===== src/rtl/bus_pkg.sv =====
// Shared types and helpers for the round-robin bus multiplexer.
package bus_pkg;

   typedef enum logic {
      IDLE  = 1'b0,
      GRANT = 1'b1
   } state_t;

   localparam int DATA_W_DEF = 32;
   localparam int ADDR_W_DEF = 8;
   localparam int MAX_CH     = 8;

   function automatic logic [MAX_CH-1:0] onehot(input logic [2:0] idx);
      onehot = MAX_CH'(1) << idx;
   endfunction

endpackage


===== src/rtl/rr_arbiter.sv =====
// Combinational round-robin pick: first set request at or above ptr, wrapping.
module rr_arbiter #(
   parameter int N_CH = 3,
   parameter int OW   = $clog2(N_CH)
) (
   input  logic [N_CH-1:0] req,
   input  logic [OW-1:0]   ptr,
   output logic [OW-1:0]   winner,
   output logic            any_req
);

   always_comb begin
      winner  = '0;
      any_req = 1'b0;
      for (int i = 0; i < N_CH; i++) begin
         if (!any_req && req[(int'(ptr) + i) % N_CH]) begin
            any_req = 1'b1;
            winner  = OW'((int'(ptr) + i) % N_CH);
         end
      end
   end

endmodule


===== src/rtl/bus_rr_mux.sv =====
// N-channel bus mux with round-robin grant, registered outputs and a burst
// fairness limit.
//
// state | meaning
// IDLE  | no owner; next edge grants the round-robin winner if anyone requests
// GRANT | s_owner owns the bus; each edge continues or releases
module bus_rr_mux
   import bus_pkg::*;
#(
   parameter int N_CH      = 3,
   parameter int DATA_W    = DATA_W_DEF,
   parameter int ADDR_W    = ADDR_W_DEF,
   parameter int MAX_BURST = 4
) (
   input  logic                      clk,
   input  logic                      reset_n,
   input  logic [N_CH-1:0]           m_req,
   input  logic [N_CH-1:0]           m_wr,
   input  logic [N_CH*ADDR_W-1:0]    m_addr,
   input  logic [N_CH*DATA_W-1:0]    m_dout,
   output logic [N_CH-1:0]           m_grant,
   output logic                      s_valid,
   output logic                      s_wr,
   output logic [ADDR_W-1:0]         s_addr,
   output logic [DATA_W-1:0]         s_dout,
   output logic [$clog2(N_CH)-1:0]   s_owner
);

   localparam int OW = $clog2(N_CH);
   localparam int BW = $clog2(MAX_BURST + 1);

   state_t          state, state_nxt;
   logic [OW-1:0]   rr_ptr;
   logic [OW-1:0]   winner;
   logic            any_req;
   logic [BW-1:0]   burst_cnt;
   logic [N_CH-1:0] others;
   logic            own_req;
   logic            burst_full;
   logic            release_bus;
   logic            start;
   logic            capture;
   logic [OW-1:0]   sel;
   logic [N_CH-1:0] grant_nxt;
   logic [OW-1:0]   ptr_nxt;

   rr_arbiter #(
      .N_CH (N_CH),
      .OW   (OW)
   ) u_arb (
      .req     (m_req),
      .ptr     (rr_ptr),
      .winner  (winner),
      .any_req (any_req)
   );

   assign others      = m_req & ~m_grant;
   assign own_req     = m_req[s_owner];
   assign burst_full  = (burst_cnt == BW'(MAX_BURST));
   // A saturated burst only yields when someone else is actually waiting.
   assign release_bus = (state == GRANT) && (!own_req || (burst_full && (|others)));

   always_ff @(posedge clk or negedge reset_n) begin
      if (!reset_n) state <= IDLE;
      else          state <= state_nxt;
   end

   always_comb begin
      state_nxt = state;
      case (state)
         IDLE:    if (any_req)     state_nxt = GRANT;
         GRANT:   if (release_bus) state_nxt = IDLE;
         default:                  state_nxt = IDLE;
      endcase
   end

   always_comb begin
      start     = (state == IDLE) && any_req;
      capture   = start || ((state == GRANT) && !release_bus);
      sel       = start ? winner : s_owner;
      grant_nxt = N_CH'(onehot(3'(winner)));
      ptr_nxt   = (s_owner == OW'(N_CH - 1)) ? '0 : s_owner + OW'(1);
   end

   always_ff @(posedge clk or negedge reset_n) begin
      if (!reset_n) begin
         m_grant   <= '0;
         s_owner   <= '0;
         rr_ptr    <= '0;
         burst_cnt <= '0;
         s_valid   <= 1'b0;
      end else begin
         s_valid <= capture;
         if (start) begin
            m_grant   <= grant_nxt;
            s_owner   <= winner;
            burst_cnt <= BW'(1);
         end else if (release_bus) begin
            m_grant   <= '0;
            rr_ptr    <= ptr_nxt;
            burst_cnt <= '0;
         end else if ((state == GRANT) && !burst_full) begin
            burst_cnt <= burst_cnt + BW'(1);
         end
      end
   end

   // Data path holds its last beat on release; only the owner's lane is sampled.
   always_ff @(posedge clk or negedge reset_n) begin
      if (!reset_n) begin
         s_wr   <= 1'b0;
         s_addr <= '0;
         s_dout <= '0;
      end else if (capture) begin
         s_wr   <= m_wr[sel];
         s_addr <= m_addr[int'(sel)*ADDR_W +: ADDR_W];
         s_dout <= m_dout[int'(sel)*DATA_W +: DATA_W];
      end
   end

endmodule


===== config.mk =====
export PLATFORM = sky130hd
export DESIGN_NAME = bus_rr_mux
export DESIGN_NICKNAME = d
export VERILOG_FILES = /design/src/rtl/bus_pkg.sv /design/src/rtl/rr_arbiter.sv /design/src/rtl/bus_rr_mux.sv
export SDC_FILE = /design/constraint.sdc
export NUM_CORES = 1
export LEC_CHECK = 0
export ABC_CLOCK_PERIOD_IN_PS = 3800
export BUFFER_PORTS_ARGS = -buffer_cell sky130_fd_sc_hd__buf_4
export CAP_MARGIN = 20
export CORE_ASPECT_RATIO = 0.9
export CORE_MARGIN = 2
export CORE_UTILIZATION = 46
export CTS_CLUSTER_DIAMETER = 30
export DETAILED_ROUTE_END_ITERATION = 7
export PLACE_DENSITY = 0.84
export REMOVE_ABC_BUFFERS = 1
export SLEW_MARGIN = 20
export SYNTH_ARGS = -nofsm -noshare
export SYNTH_HDL_FRONTEND = slang
export SYNTH_SLANG_ARGS = --single-unit

===== constraint.sdc =====
create_clock -name clk -period 3.8 [get_ports clk]
set_clock_uncertainty 0.05 [all_clocks]
set_input_delay 0.38 -clock clk [delete_from_list [all_inputs] [get_ports clk]]
set_output_delay 0.38 -clock clk [all_outputs]
set_load 0.01 [all_outputs]

Yosys cells after proc, flatten, opt, wreduce, memory -nomap -nowiden
Cells that the tools add are included.

storage, ports and cells
  word-level logic and storage cells = 77
  memories = 0
  input bits = 128
  latch bits = 0
  bits in registers = 53
  memory bits (read-only) = 0
  bits in writable memories = 0

cells by class
  multiply operators = 0
  $add $sub $neg = 4
  reduce and logical (&&, ||, !) cells = 18
  order comparisons = 5
  divide/modulo/power cells = 3
  muxes and demuxes = 29
  eq/ne operators = 2
  bitwise logic cells = 4
  shift operators = 3

operators with widths
  cell                   count
  $lt 32x4->1 const B    3
  $shiftx 96x8->32       1
  $mod 32x3->32 const B  2
  $mod 3x3->32 const B   1
  $shiftx 24x6->8        1
  $mux 3                 5
  $mux 1                 13
  $bmux 1 s2             5
  $mux 2                 5
  $logic_and 1x1->1      7
  $lt 2x3->1 const B     2
  $logic_not 1->1        5
  $add 2x1->3 const B    1
  $add 2x2->3 const B    1
  $add 3x1->3 const B    1
  $and 3x3->3            1
  $eq 3x3->1 const B     1
  $not 3->3              1
  $reduce_bool 3->1      1
  $reduce_or 3->1        1
  $shl 1x2->3 const A    1
  $add 2x1->2 const B    1
  $eq 2x2->1 const B     1
  $logic_or 1x1->1       2
  4 further kinds        5

Longest topological paths before layout
Gate-level depths: netlist (run 1).

  depth in word-level cells = 15
  depth in mapped cells = 9
  depth with buffers taken out = 8

Hierarchy
From an unflattened synthesis (run 1), not the netlist that was laid out.

second synthesis, totals
  cell total of the unflattened synthesis = 591
  area total of the unflattened synthesis = 4369.2 µm²

by module, submodules not included
  module      seq. area each (µm²)  instances  cells an instance  area an instance (µm²)
  bus_rr_mux  1301.2                1          565                4169.0
  rr_arbiter  0.0                   1          26                 200.2

Worst setup path after synthesis (run 1)
Ideal clock, no wire load.

  path type = register -> register
  start = register rr_ptr[1]
  end = register s_addr[0]
  setup time = 141 ps
  slack = 1112 ps
  required time = 3609 ps
  buffers on the path = 1
  cell stages (with the launch flop) = 10
  data arrival time = 2497 ps
  cells stage by stage = dfrtp_1 -> inv_1 -> ha_1 -> mux2_4 -> a222oi_1 -> a21oi_2 -> o32ai_4 -> buf_8 -> mux2i_1 -> o221ai_2

on the way
  word-level cells in the longest chain between the ends = 14

ends and longest elaborated chain
  what                                                    RTL line           source
  from (decl)                                             bus_rr_mux.sv:33   logic [OW-1:0] rr_ptr;
  from (signal assigned)                                  bus_rr_mux.sv:100  rr_ptr <= ptr_nxt;
  branches (longest 14 deep; another with $mod 32x3->32)  n/a
  to (signal assigned)                                    bus_rr_mux.sv:116  s_addr <= m_addr[int'(sel)*ADDR_W +: ADDR_W];
  to (decl)                                               bus_rr_mux.sv:24   output logic [ADDR_W-1:0] s_addr,

Several ways; the timed one is not identified. The select of a mux whose other input is x is not followed.
A chain may end at the register's enable or synchronous reset.

Worst setup path in the final report (run 1)
  start = register rr_ptr[1]
  end = register s_dout[7]

on the way
  word-level cells in the longest chain between the ends = 14

ends and longest elaborated chain
  what                                                    RTL line           source
  branches (longest 14 deep; another with $mod 32x3->32)  n/a
  to (signal assigned)                                    bus_rr_mux.sv:117  s_dout <= m_dout[int'(sel)*DATA_W +: DATA_W];
  to (decl)                                               bus_rr_mux.sv:25   output logic [DATA_W-1:0] s_dout,

Several ways; the timed one is not identified. The select of a mux whose other input is x is not followed.

==> impl_metrics.toml, run 1 <==
[worst_setup_path]
crit_path_end_kind = "flop"
critPathRequiredTime_ns = 3.91
cp_slowest_stage_delay_ns = 0.66
crit_chain = "inv_1, ha_1, mux2_4, a222oi_1, a21oi_2, o32ai_4, buf_4, mux2i_1, o221ai_2"
path_class = "flop to flop"
slowest_stage = "a222oi_1"
worst_setup_path_start_kind = "flop"
cp_data_arrival_time_ns = 3.33
cp_max_fo = 28

[clock_tree]
post_cts_buffers = 0
clk_latency_ns = 0.29
cts_root_buf = "clkbuf_8"
hold_buffers = 0
cts_buffers = 5
cts_resized = 0
cts_max_level = 2
clk_path_buf_depth = 2
cts.sinks = 52
path_clk_slew_ns = 0.09
tritoncts = "built"

[synthesis]
synth.avg_cell_area_um2 = 10.5
muxShareOfSynthArea = 0.140
synthXorXnorAreaFrac = 0.00268
yosys_most_used_dff = "dfrtp_1"
synthSimpleGateAreaFrac = 0.0850
postSynthCellCount = 310
synth_edf_count = 0
ys_warn_count = 0
ys_seq_elements = 52
synth_top_family_by_area = "compound AO/OA/AOI/OAI gates"
synth-compound-area-share = 0.260
synth_area_leaders = "dfrtp_1 (40%), o221ai_2 (18%), mux2i_1 (13%)"
yosysSeqAreaShare = 0.398
post_synth_num_cell_types = 40
syn_area_um2 = 3270
synthAdderAreaFrac = 0.0191
synth_top_area_frac = 0.398
yosys.area.top_type = "dfrtp_1"
async_flop_share = 1.00
synth_commonest_cells = "dfrtp_1 (52), inv_1 (52), nand2_1 (49), mux2i_1 (42), o221ai_2 (40)"

[die]
fp.dieH_um = 84.0
coreArea_um2 = 6970
rows = 29
start_util = 0.469
io_pins = 175
die_area_um2 = 7800
die_w_um = 92.9

[power]
seqPwrFrac = 0.235
switchingPower_uw = 1990
clkPwrFrac = 0.092
switching_share = 0.444
p_leak_uw = 0.00247
ir_worst_vdd_v = 0.000509
combPwrFrac = 0.673
p_int_uw = 2500
cellPowerDensity_nw_per_um2 = 936

[finish]
drive_gt1_frac = 0.493
nNetsFinal = 613
antennaDiodeCount = 0
area_growth_pct = 46.7

[route]
drc = 0
postRouteAntennaNets = 0
avgViaCountPerCell = 5.22
drtIter0Drc = 114
avgRoutedWirePerCell_um = 16.2
num_vias = 2999
first_pass_iters = 6
routed_wl_mm = 9.30

[placed_design]
io_buffers = 174
gp_congestion = 0.850
dp_hpwl_mm = 7.16
dp_slack_ns = 0.614

[timing]
tightest_slew_ns = 0.701
fin_crit_ns = 3.22
hold_viol = 0
fmax_mhz = 311
maxSlewViolCount = 0
fin_ws_ns = 0.581
rsz0062_at_grt = "false"
setup_viol = 0
tns_ns = 0
relSlewSlack = 0.533
fin_crit_sh = 0.847

[global_route]
grt.overflow.total = 0
grt_usage = 0.240
grt_pass1_wl_mm = 15.0
antenna_found_initial = 0
grt_pass1_vias = 3143
grt_max_degree = 53

[run]
maxCapViolCount = 0

[outcome]
status = "finished, final reports clean"

[worst_hold_path]
hold_path.class = "primary input to asynchronous set/reset pin"
-- state kept, by name, summed over array words and instances, names as in the netlist --
name,flops
s_dout,32
s_addr,8
burst_cnt,3
m_grant,3
rr_ptr,2
s_owner,2
s_valid,1
s_wr,1
-- power by group through the flow --
stage               Combinational, µW  Clock (µW)  Sequential, µW
finish                           3020         413            1060
floorplan                        1900           0            1150
global route                     3260         445            1090
CTS                              3040         425            1060
detailed placement               3040           0            1060
global placement                 2960           0            1050
-- path summary, 6_finish.rpt --
kind / slack (ns) / cells past startpoint / from / to
max in group asynchronous: 3.20 / 1 / reset_n / s_dout[16]$_DFFE_PN0P_
worst min-delay path: 0.06 / 1 / reset_n / s_addr[0]$_DFFE_PN0P_
worst min register to register: 0.45 / 2 / s_dout[19]$_DFFE_PN0P_ / s_dout[19]$_DFFE_PN0P_
worst max-delay path: 0.58 / 9 / rr_ptr[1]$_DFFE_PN0P_ / s_dout[7]$_DFFE_PN0P_
min in group clk: 0.31 / 3 / m_dout[61] / s_dout[29]$_DFFE_PN0P_
worst max register to register: 0.58 / 9 / rr_ptr[1]$_DFFE_PN0P_ / s_dout[7]$_DFFE_PN0P_
-- critical path: cells and delay by family (launching register included) --
kind	cells	cell delay (ns)
DFF	1	0.42
buffers and inverters	2	0.53
muxes	2	0.65
AOI/OAI and AO/OA	4	1.16
adders and majority gates	1	0.26
-- through the flow --
stage	cells	total power (µW)	area [µm²]	hold slack [ns]	utilization
after floorplan	293	3060	3150	0.0344	-
after global placement	566	4010	4670	0.414	0.670
after detailed placement	566	4100	4670	0.415	0.670
after CTS	574	4520	4790	0.0791	0.688
after global routing	574	4800	4790	0.0994	0.688
final	574	4490	4790	0.0625	0.688
-- layout by cell type (no fill, tap or decap), types with 2 or more instances in the layout --
cell / Yosys / layout
buf_12: 0 / 2
nand2b_1: 2 / 2
mux2i_1: 42 / 42
ha_1: 5 / 5
buf_4: 0 / 178
nor2b_1: 3 / 3
a21oi_1: 4 / 4
a21o_1: 2 / 2
nand3_1: 3 / 3
inv_1: 52 / 52
nor2_1: 5 / 4
clkbuf_8: 0 / 7
mux2_2: 2 / 2
o21a_1: 3 / 3
dfrtp_1: 52 / 52
a21boi_0: 3 / 2
nand2_1: 49 / 48
o21ai_0: 6 / 6
o221ai_2: 40 / 40
-- layout make-up --
cell class	count	area, µm²
Clock buffer	7	96.3
Sequential cell	52	1300
Multi-Input combinational cell	189	1680
Tap cell	93	116
Clock inverter	1	30.0
Fill cell	543	2170
Inverter	52	195
Timing Repair Buffer	180	1380
-- metal layers --
metal,vias to the layer above,global-route usage,share of wire
li1,1441,-,-
met1,1446,0.301,0.42
met2,94,0.412,0.51
met3,18,0.0488,0.050
met4,0,0.0749,0.023
met5,-,0,0
-- logic make-up (layout without fill, tap and decap cells) --
| kind of cell | Yosys count | count (layout) |
|---|---|---|
| flops | 52 | 52 |
| xor+xnor | 1 | 1 |
| buf+inv | 69 | 240 |
| mux | 45 | 45 |
| simple gates | 66 | 66 |
| compound gates | 72 | 72 |
| fa+ha+maj | 5 | 5 |
(Power assumes the default switching activity.)
==> run 2, diff against run 1 <==
ABC_CLOCK_PERIOD_IN_PS = 2800   (was 3800)
CORE_UTILIZATION = 41   (was 46)
PLACE_DENSITY = 0.79   (was 0.84)
clock period = 2.8 ns   (was 3.8 ns; I/O delays follow)
==> run 2 against run 1 <==
Against the previous run:
- final cell count grew 4.0%
- routed wire length grew 18%
- fmax grew 17%
- first-iteration DRC count shrank 3.5%
- critical path depth grew 2
- count of clock-buffer cells in the layout shrank 1
- sequential share of layout area shrank 2.3 points
- setup slack lost 0.54 ns
- non-clock buffer count grew 19
- clock power grew 27%
- sequential power grew 35%
- largest cell class unchanged
==> impl_metrics.toml, run 2 (synthesized netlist as in run 1, its figures left out) <==
[outcome]
status = "finished, final reports clean"

[timing]
hold_viol = 0
fmax_mhz = 362
setup_viol = 0
maxSlewViolCount = 0
tightest_slew_ns = 0.917
fin_crit_sh = 0.986
relSlewSlack = 0.385
fin_crit_ns = 2.76

[die]
rows = 30
fp.dieH_um = 88.7
die_w_um = 98.1
start_util = 0.429
io_pins = 175
die_area_um2 = 8700
coreArea_um2 = 7620

[worst_setup_path]
worst_setup_path_start_kind = "flop"
r2r_cells = 11
cp.buffers_inverters = 4
crit_chain = "inv_1, ha_4, mux2_2, a222oi_1, buf_4, a21oi_4, o32ai_4, buf_6, buf_12, mux2i_1, o221ai_2"
cp_max_fo = 7
crit_path_end_kind = "flop"
critPathRequiredTime_ns = 2.92
cp_top_family = "compound AO/OA/AOI/OAI gates"
cp_slowest_stage_delay_ns = 0.45
path_class = "flop to flop"
worstReg2RegEnd = "s_dout[2]$_DFFE_PN0P_"
reg2reg_from = "rr_ptr[1]$_DFFE_PN0P_"
slowest_stage = "dfrtp_2"
cp_data_arrival_time_ns = 2.88
r2r_slack_ns = 0.04

[clock_tree]
cts_buffers = 5
tritoncts = "built"
cts_max_level = 2
cts_root_buf = "clkbuf_8"
clk_path_buf_depth = 2
path_clk_slew_ns = 0.10
cts.sinks = 52
clk_latency_ns = 0.30

[power]
p_leak_uw = 0.00258
ir_worst_vdd_v = 0.000651
cellPowerDensity_nw_per_um2 = 1370

[placed_design]
gp_congestion = 0.804
placed_area_um2 = 4760
dp_hpwl_mm = 7.79
io_buffers = 174

[global_route]
grt_max_degree = 53
grt_usage = 0.223
grt_pass1_vias = 3274
antenna_found_initial = 0
grt.overflow.total = 0
grt_pass1_wl_mm = 15.5

[route]
drc = 0
routed_wl_mm = 11.0
avgRoutedWirePerCell_um = 18.4
avgViaCountPerCell = 5.36
num_vias = 3199
first_pass_iters = 4
drtIter0Drc = 110
postRouteAntennaNets = 0

[worst_hold_path]
hp-start = "m_dout[22]"
min_to = "s_dout[22]$_DFFE_PN0P_"
hold_path_depth = 3
hold_path.class = "primary input to flop"

[finish]
antennaDiodeCount = 0
final_cell_mix = "buf_4 (186), inv_1 (51), dfrtp_1 (51), nand2_1 (48), o221ai_2 (40)"
nNetsFinal = 633
largest_reg_flops = 32
area_growth_pct = 60.4
postLayoutCellArea_um2 = 5240
largestRegisters = "s_dout x32, s_addr x8"
drive_gt1_frac = 0.553
largest_register = "s_dout"
fin_util = 0.688
final_common_cell = "buf_4"

[run]
maxCapViolCount = 0
==> run 2: cell type report <==
cell class / instances / area [µm²]
clock buffers: 6 / 72.6
clock inverters: 2 / 38.8
fillers: 574 / 2380
inverters: 52 / 195
multi-input cells: 190 / 1890
flip-flops and latches: 52 / 1300
well taps: 96 / 120
repair buffers: 199 / 1630
==> run 2: worst max path at each step <==
stage / start / end / cells past startpoint
3_3_place_gp: rr_ptr[1]$_DFFE_PN0P_ / s_dout[31]$_DFFE_PN0P_ / 10
5_1_grt: rr_ptr[1]$_DFFE_PN0P_ / s_dout[2]$_DFFE_PN0P_ / 11
6_report: rr_ptr[1]$_DFFE_PN0P_ / s_dout[2]$_DFFE_PN0P_ / 11
3_5_place_dp: rr_ptr[1]$_DFFE_PN0P_ / s_addr[6]$_DFFE_PN0P_ / 10
4_1_cts: rr_ptr[0]$_DFFE_PN0P_ / s_dout[8]$_DFFE_PN0P_ / 9
2_1_floorplan: rr_ptr[0]$_DFFE_PN0P_ / s_dout[13]$_DFFE_PN0P_ / 8
==> run 2: per-stage QoR <==
step	TNS, ns	power (µW)	worst slack (ns)	hold slack (ns)	std cells
floorplan	-126.05	4050	-3.21	-0.0656	293
global placement	0	5660	0.0686	0.309	578
detailed placement	-0.0451	5800	-0.0281	0.310	578
CTS	0	6340	0.0181	0.205	587
global route	-0.369	7640	-0.0426	0.200	597
finish	0	7210	0.0384	0.209	597
==> run 2: where the power goes <==
| part | switching [µW] | total, µW | internal, µW |
|---|---|---|---|
| Clock | 254 | 524 | 270 |
| Sequential | 272 | 1430 | 1160 |
| Combinational | 2560 | 5250 | 2680 |
==> run 2: timing repair <==
item / in CTS / in global routing
hold buffers: 1 / 0
gates resized for setup: 1 / 40
buffers inserted: 0 / 6
hold endpoints to repair: 52 / 0
setup endpoints to repair: 7 / 41
cloned: 0 / 5
pin swaps: 0 / 6
==> run 2: worst reg2reg max path, cell delays in order (launching register included) <==
cell and delay (ns):
dfrtp_2 0.45, inv_1 0.10, ha_4 0.17, mux2_2 0.35
a222oi_1 0.29, buf_4 0.20, a21oi_4 0.07, o32ai_4 0.21
buf_6 0.18, buf_12 0.15, mux2i_1 0.29, o221ai_2 0.12
==> run 2: per-layer routing <==
| metal | part of all wire | vias up | GRT usage |
|---|---|---|---|
| met1 | 0.38 | 1575 | 0.259 |
| met3 | 0.069 | 13 | 0.0521 |
| met2 | 0.54 | 122 | 0.427 |
| li1 | - | 1489 | - |
| met5 | 0 | - | 0 |
| met4 | 0.010 | 0 | 0.0404 |
